[src/rtl/capture_pkg.sv]
// Shared state encoding and trigger-mode constants for the ADC capture sequencer.
package capture_pkg;

  typedef enum logic [2:0] {
    ST_IDLE,
    ST_WAIT_INACT,
    ST_ARMED,
    ST_DELAY,
    ST_CAPTURE,
    ST_DONE
  } state_e;

  localparam logic [1:0] MODE_LOW_LEVEL  = 2'b00;
  localparam logic [1:0] MODE_HIGH_LEVEL = 2'b01;
  localparam logic [1:0] MODE_FALL_EDGE  = 2'b10;
  localparam logic [1:0] MODE_RISE_EDGE  = 2'b11;

  // Edge modes behave as their level counterpart with the wait-for-inactive step forced on.
  function automatic logic mode_is_edge(input logic [1:0] mode);
    return (mode == MODE_FALL_EDGE) || (mode == MODE_RISE_EDGE);
  endfunction

  function automatic logic mode_active_level(input logic [1:0] mode);
    return (mode == MODE_HIGH_LEVEL) || (mode == MODE_RISE_EDGE);
  endfunction

  function automatic logic mode_is_low_level(input logic [1:0] mode);
    return mode == MODE_LOW_LEVEL;
  endfunction

endpackage

[src/rtl/trigger_qualifier.sv]
// Registers the trigger once, compares it to the active level and requires N
// consecutive active cycles (counted only while enabled) before qualifying.
module trigger_qualifier #(
  parameter int FILT_WIDTH = 4
) (
  input  logic                  clk,
  input  logic                  reset_n,
  input  logic                  trig,
  input  logic                  level,
  input  logic [FILT_WIDTH-1:0] filter_len,
  input  logic                  enable,
  output logic                  active,
  output logic                  qualified
);

  logic                  trig_q;
  logic [FILT_WIDTH-1:0] filt_cnt;
  logic [FILT_WIDTH:0]   count_inc;

  assign active    = (trig_q == level);
  assign count_inc = {1'b0, filt_cnt} + {{FILT_WIDTH{1'b0}}, 1'b1};
  // filter_len arrives already normalised to at least 1.
  assign qualified = enable && active && (count_inc == {1'b0, filter_len});

  // NOTE: sequential state uses non-blocking assignments so every register
  // samples pre-edge values regardless of statement order.
  always_ff @(posedge clk) begin
    if (!reset_n) begin
      trig_q   <= 1'b0;
      filt_cnt <= '0;
    end else begin
      trig_q <= trig;
      if (!enable || !active) begin
        filt_cnt <= '0;
      end else if (filt_cnt != '1) begin
        filt_cnt <= count_inc[FILT_WIDTH-1:0];
      end
    end
  end

endmodule

[src/rtl/adc_capture_sequencer.sv]
// Arm/trigger/capture controller: qualifies a trigger, waits a programmable delay,
// then gates S samples per segment for a programmable number of segments.
module adc_capture_sequencer
  import capture_pkg::*;
#(
  parameter int DATA_WIDTH = 10,
  parameter int CNT_WIDTH  = 32,
  parameter int SEG_WIDTH  = 8,
  parameter int FILT_WIDTH = 4
) (
  input  logic                  clk_i,
  input  logic                  reset_n_i,
  input  logic                  trig_i,
  input  logic [DATA_WIDTH-1:0] adc_data_i,
  input  logic                  adc_or_i,
  input  logic                  cfg_arm_i,
  input  logic                  cfg_abort_i,
  input  logic [1:0]            cfg_mode_i,
  input  logic                  cfg_wait_i,
  input  logic [FILT_WIDTH-1:0] cfg_filter_i,
  input  logic [CNT_WIDTH-1:0]  cfg_delay_i,
  input  logic [CNT_WIDTH-1:0]  cfg_samples_i,
  input  logic [SEG_WIDTH-1:0]  cfg_segments_i,
  output logic                  armed_o,
  output logic                  capture_go_o,
  output logic                  capture_done_o,
  output logic                  aborted_o,
  output logic [DATA_WIDTH-1:0] sample_data_o,
  output logic                  sample_or_o,
  output logic                  sample_valid_o,
  output logic [SEG_WIDTH-1:0]  segment_idx_o,
  output logic [CNT_WIDTH-1:0]  trig_ts_o
);

  localparam logic [CNT_WIDTH-1:0]  CNT_ONE  = CNT_WIDTH'(1);
  localparam logic [SEG_WIDTH-1:0]  SEG_ONE  = SEG_WIDTH'(1);
  localparam logic [FILT_WIDTH-1:0] FILT_ONE = FILT_WIDTH'(1);

  state_e                state, state_next;
  logic                  arm_ready;
  logic                  arm_edge, take_arm, take_trig, abort_take;
  logic [1:0]            mode_r;
  logic                  wait_r, wait_eff, wait_arm;
  logic [FILT_WIDTH-1:0] filt_r;
  logic [CNT_WIDTH-1:0]  delay_r, samples_r;
  logic [SEG_WIDTH-1:0]  segs_r;
  logic [CNT_WIDTH-1:0]  cnt, ts_cnt;
  logic [SEG_WIDTH-1:0]  seg_cnt;
  logic                  last_seg;
  logic                  trig_active, trig_qual;

  // arm_ready is cleared by reset, so an arm held high through reset must drop first.
  assign arm_edge   = cfg_arm_i && arm_ready;
  assign abort_take = cfg_abort_i && (state != ST_IDLE);
  assign take_arm   = (state == ST_IDLE) && arm_edge && !cfg_abort_i;
  assign take_trig  = (state == ST_ARMED) && trig_qual && !cfg_abort_i;
  assign wait_arm   = cfg_wait_i || mode_is_edge(cfg_mode_i);
  assign wait_eff   = wait_r || mode_is_edge(mode_r);
  assign last_seg   = (seg_cnt == segs_r - SEG_ONE);

  trigger_qualifier #(
    .FILT_WIDTH(FILT_WIDTH)
  ) u_trig (
    .clk       (clk_i),
    .reset_n   (reset_n_i),
    .trig      (trig_i),
    .level     (!mode_is_low_level(mode_r) && mode_active_level(mode_r)),
    .filter_len(filt_r),
    .enable    (state == ST_ARMED),
    .active    (trig_active),
    .qualified (trig_qual)
  );

  // NOTE: state_next gets its default first so no path through the case infers a latch.
  always_comb begin
    state_next = state;
    unique case (state)
      ST_IDLE:       if (arm_edge) state_next = wait_arm ? ST_WAIT_INACT : ST_ARMED;
      ST_WAIT_INACT: if (!trig_active) state_next = ST_ARMED;
      ST_ARMED:      if (trig_qual) state_next = (delay_r != '0) ? ST_DELAY : ST_CAPTURE;
      ST_DELAY:      if (cnt == delay_r - CNT_ONE) state_next = ST_CAPTURE;
      ST_CAPTURE: begin
        if (cnt == samples_r - CNT_ONE) begin
          if (last_seg)      state_next = ST_DONE;
          else if (wait_eff) state_next = ST_WAIT_INACT;
          else               state_next = ST_ARMED;
        end
      end
      ST_DONE:       state_next = ST_IDLE;
      default:       state_next = ST_IDLE;
    endcase
    if (cfg_abort_i) state_next = ST_IDLE;
  end

  always_ff @(posedge clk_i) begin
    if (!reset_n_i) begin
      state          <= ST_IDLE;
      arm_ready      <= 1'b0;
      mode_r         <= MODE_LOW_LEVEL;
      wait_r         <= 1'b0;
      filt_r         <= FILT_ONE;
      delay_r        <= '0;
      samples_r      <= CNT_ONE;
      segs_r         <= SEG_ONE;
      cnt            <= '0;
      ts_cnt         <= '0;
      seg_cnt        <= '0;
      armed_o        <= 1'b0;
      capture_go_o   <= 1'b0;
      capture_done_o <= 1'b0;
      aborted_o      <= 1'b0;
      sample_data_o  <= '0;
      sample_or_o    <= 1'b0;
      sample_valid_o <= 1'b0;
      segment_idx_o  <= '0;
      trig_ts_o      <= '0;
    end else begin
      state          <= state_next;
      arm_ready      <= !cfg_arm_i;
      cnt            <= (state != state_next) ? '0 : cnt + CNT_ONE;
      ts_cnt         <= (ts_cnt == '1) ? ts_cnt : ts_cnt + CNT_ONE;

      armed_o        <= (state_next == ST_ARMED);
      capture_done_o <= (state == ST_DONE) && !cfg_abort_i;
      aborted_o      <= abort_take;
      sample_data_o  <= adc_data_i;
      sample_or_o    <= adc_or_i;
      sample_valid_o <= (state == ST_CAPTURE) && !cfg_abort_i;
      // Follows seg_cnt one cycle late so the index stays aligned with valid samples.
      segment_idx_o  <= seg_cnt;

      if (take_arm) begin
        mode_r    <= cfg_mode_i;
        wait_r    <= cfg_wait_i;
        filt_r    <= (cfg_filter_i == '0) ? FILT_ONE : cfg_filter_i;
        delay_r   <= cfg_delay_i;
        samples_r <= (cfg_samples_i == '0) ? CNT_ONE : cfg_samples_i;
        segs_r    <= (cfg_segments_i == '0) ? SEG_ONE : cfg_segments_i;
        seg_cnt   <= '0;
        ts_cnt    <= '0;
      end

      if (take_trig) trig_ts_o <= ts_cnt;

      if ((state == ST_CAPTURE) &&
          ((state_next == ST_WAIT_INACT) || (state_next == ST_ARMED))) begin
        seg_cnt <= seg_cnt + SEG_ONE;
      end

      if (abort_take || (state == ST_DONE)) capture_go_o <= 1'b0;
      else if (take_trig)                   capture_go_o <= 1'b1;
    end
  end

endmodule

[config.mk]
export PLATFORM = sky130hd
export DESIGN_NAME = adc_capture_sequencer
export DESIGN_NICKNAME = d
export VERILOG_FILES = /design/src/rtl/capture_pkg.sv /design/src/rtl/trigger_qualifier.sv /design/src/rtl/adc_capture_sequencer.sv
export SDC_FILE = /design/constraint.sdc
export NUM_CORES = 1
export LEC_CHECK = 0
export ABC_CLOCK_PERIOD_IN_PS = 4700
export CORE_MARGIN = 2
export CORE_UTILIZATION = 41
export CTS_CLUSTER_DIAMETER = 60
export DETAILED_ROUTE_END_ITERATION = 12
export GPL_ROUTABILITY_DRIVEN = 0
export PLACE_DENSITY = 0.65
export REMOVE_ABC_BUFFERS = 1
export SKIP_LAST_GASP = 1
export SYNTH_ARGS = -nofsm -noshare
export SYNTH_HDL_FRONTEND = slang
export SYNTH_SLANG_ARGS = --single-unit
[constraint.sdc]
create_clock -name clk_i -period 4.7 [get_ports clk_i]
set_clock_uncertainty 0.15 [all_clocks]
set_input_delay 0.94 -clock clk_i [delete_from_list [all_inputs] [get_ports clk_i]]
set_output_delay 0.94 -clock clk_i [all_outputs]
set_load 0.02 [all_outputs]
==> flow_metrics.py <==
metrics = {
    "global_route": {
        "grt_overflow_total": 0,
        "grt_max_degree": 75,
        "grt_pass1_vias": 9602,
        "grt_usage": 0.1974,
        "grt_pass1_wl_um": 47760,
        "busiest_layer": "met2",
        "met1_usage": 0.2811,
        "use_met3": 0.02730,
        "grt_antenna_before_repair": 0,
        "use_met2": 0.3142,
    },
    "clock_network": {
        "path_clk_slew_ns": 0.06,
        "clock_path_buffers": 3,
        "ctsRootBufferMaster": "clkbuf_16",
        "cts_resized": 0,
        "clock_latency_ns": 0.53,
        "cts_buffers": 26,
        "cts_tree": "yes",
        "cts_setup_buffers": 0,
        "clock-sinks": 216,
        "htreeDepth": 1,
        "hold_buffers": 0,
    },
    "setup_path": {
        "cp_num_cells": 12,
        "rr_worst_depth": 12,
        "slowest_stage": "or4_1",
        "rrSetupSlack_ns": 0.42,
        "path_buf_inv": 2,
        "critPathMostFrequentCell": "or4_1",
        "timing.critical_path.from": "samples_r[0]",
        "crit_type": "flip-flop to flip-flop",
        "end_kind": "flip-flop",
        "start_kind": "flip-flop",
        "cp_top_family": "simple AND/OR/NAND/NOR gates",
        "cp_max_fo": 8,
        "worst_ep_arrival_time_ns": 4.58,
        "worstReg2RegStart": "samples_r[0]",
        "crit_end": "seg_cnt[5]",
        "critical_path_required_ns": 5.00,
        "max_stage_delay_ns": 0.65,
        "rr_endpoint": "seg_cnt[5]",
        "path_cells": "inv_1 -> ha_1 -> or3b_1 -> or4_1 -> nor4_1 -> xnor2_1 -> o2111ai_1 -> a2111oi_4 -> buf_4 -> nand3_1 -> or4_1 -> a21oi_1",
    },
    "detailed_routing": {
        "drt_wl_total_um": 29570,
        "wl_per_cell_um": 15.31,
        "drc": 0,
        "ant_nets": 0,
        "drtPass1Iterations": 5,
        "drtIter0Drc": 792,
        "viasPerCell": 5.342,
        "via_count": 10320,
    },
    "timing": {
        "slew_headroom": 0.3597,
        "period_needed_ns": 4.280,
        "hold_viol_final": 0,
        "fmax_mhz": 233.6,
        "final.setup.tns_ns": 0,
        "worstMarginPinSlew_ns": 0.9594,
        "setup_slack_ns": 0.4198,
        "grt_setup_unrepaired": "no",
        "slew_viol_final": 0,
        "period_share": 0.9107,
        "setup_viol": 0,
    },
    "cells_and_area": {
        "area_growth_pct": 23.51,
        "final_nets": 1635,
        "drive_gt1_frac": 0.08178,
        "diodes": 0,
        "fill_cells": 2660,
        "final_area_um2": 14080,
    },
    "power": {
        "seqPwrFrac": 0.428,
        "p_per_area_nw_per_um2": 314.8,
        "swShare": 0.2451,
        "peakVddDrop_mv": 0.2382,
        "combPwrFrac": 0.100,
        "p_leak_nw": 4.987,
        "p_sw_mw": 1.086,
        "pwr-share-clk": 0.472,
        "p_int_mw": 3.346,
    },
    "floorplanning": {
        "die_w_um": 170.8,
        "rows": 61,
        "die_y_um": 170.8,
        "initial_core_util": 0.4138,
        "coreArea_um2": 27550,
        "num_io_pins": 151,
        "dieArea_um2": 29160,
    },
    "synthesis": {
        "synthCells": 1432,
        "ys_seq_area_frac": 0.3793,
        "synth_edf_count": 0,
        "ys_ff_latch": 216,
        "ys.flop_type": "dfxtp_1",
        "synthArstFlopShare": 0,
        "synth_cell_types": 77,
        "syn_area_per_cell_um2": 7.962,
        "yosysWarnings": 0,
        "netlist_area_um2": 11400,
    },
    "job": {
        "drv_cap": 0,
    },
    "placed_design": {
        "hpwl_um": 21330,
        "dp_slack_ns": 0.4898,
        "place_area_um2": 13180,
        "io_buffers": 150,
    },
    "outcome": {
        "status": "finished clean",
    },
    "hold_path": {
        "hp-class": "flip-flop to flip-flop",
    },
}
## synth_stat cells, drive strengths merged (9+ instances only)
master / count / area (µm²)
or4: 18 / 150.1
nor3: 41 / 210.2
o21ai: 32 / 160.2
clkbuf: 80 / 300.3
nand2: 298 / 1119
inv: 22 / 82.58
nand4: 31 / 193.9
and2: 23 / 143.9
nor2: 89 / 334.1
xnor2: 92 / 805.8
nand3: 39 / 195.2
a21oi: 131 / 655.6
or3: 16 / 100.1
a31oi: 9 / 56.30
xor2: 61 / 534.3
dfxtp: 216 / 4324
nand2b: 9 / 56.30
and3: 16 / 100.1
buf: 16 / 98.84
nor4: 68 / 631.9
or2: 10 / 62.57
## placed cells by master (no fill, tap or decap), types with 5 or more instances in the layout
master and count:
and2_1 23, nor4b_1 5, buf_4 16, clkbuf_16 27
clkinv_2 7, or2_2 8, nor3_1 40, a211oi_1 6
dfxtp_1 216, nor2_1 88, and3_1 16, o21ai_0 32
xor2_1 61, nand3_1 39, nor4_1 34, or4_1 14
inv_1 21, a21oi_1 131, o211ai_1 8, nand4_1 31
clkdlybuf4s50_1 150, mux2i_1 6, xnor2_1 92, nand2_1 298
nand2b_1 8, nor2b_1 5, a31oi_1 9, ha_1 7
nor4_2 34, or3_1 16
## registers in the layout (all words and copies together) (netlist names), 3 cells and up
name / cells
seg_cnt: 8
sample_data_o: 10
u_trig.filt_cnt: 4
filt_r: 4
samples_r: 32
state: 3
cnt: 32
segs_r: 8
ts_cnt: 32
trig_ts_o: 32
delay_r: 32
segment_idx_o: 8
## area by class of cell
type / count / area [µm²] / share of cell area
clock buffer: 34 / 732.0 / 0.05198
clock inverter: 14 / 172.7 / 0.01226
inverter: 22 / 83.83 / 0.005953
multi-input combinational: 1098 / 6614 / 0.4697
sequential: 216 / 4324 / 0.3071
tap: 378 / 473.0 / 0.03359
timing repair buffer: 169 / 1682 / 0.1194
## routing by layer
layer | up-vias | wire [µm] | share of wire
li1 | 5202 | - | -
met3 | 40 | 1578 | 0.053
met1 | 4817 | 14470 | 0.49
met4 | 0 | 592 | 0.020
met2 | 257 | 12930 | 0.44
met5 | - | 0 | 0
## worst min path at each step
stage | cells after the start | slack (ns) | to | start
after floorplan | 2 | 0.30 | trig_ts_o[29] | ts_cnt[29]
after global placement | 2 | 0.29 | trig_ts_o[1] | trig_ts_o[1]
after detailed placement | 2 | 0.30 | trig_ts_o[17] | trig_ts_o[17]
after CTS | 2 | 0.31 | trig_ts_o[17] | trig_ts_o[17]
after global routing | 2 | 0.32 | trig_ts_o[3] | trig_ts_o[3]
final | 2 | 0.30 | trig_ts_o[17] | trig_ts_o[17]
## metrics by stage
stage / total power, mW / utilization / hold WS (ns) / instances
after floorplan: 2.184 / - / 0.2958 / 1336
after global placement: 2.371 / 0.4782 / 0.2940 / 1883
after detailed placement: 2.377 / 0.4782 / 0.2970 / 1883
after CTS: 4.478 / 0.5111 / 0.3051 / 1931
after global routing: 4.596 / 0.5111 / 0.3241 / 1931
final: 4.432 / 0.5111 / 0.3024 / 1931
## kinds of logic (layout without fill, tap and decap cells)
family / Yosys count / count (layout) / share of synthesized area
simple gates: 691 / 691 / 0.3144
compound gates: 238 / 238 / 0.1296
buf+inv: 118 / 239 / 0.04225
mux: 8 / 8 / 0.007243
xor+xnor: 154 / 154 / 0.1195
flops: 216 / 216 / 0.3793
fa+ha+maj: 7 / 7 / 0.007682
## tightest hold or removal path, delay by kind of cell (launching register included)
kind            cells  cell delay (ns)
compound gates      1             0.05
flops               1             0.31
simple gates        1             0.05
## power by group through the flow
stage,sequential [mW],clock (mW),combinational (mW)
after floorplan,1.93,0,0.253
after global placement,1.93,0,0.437
after detailed placement,1.93,0,0.442
after CTS,1.89,2.14,0.445
after global routing,1.90,2.21,0.486
final,1.90,2.09,0.445
Note: power is estimated with default switching activity, not from simulation.
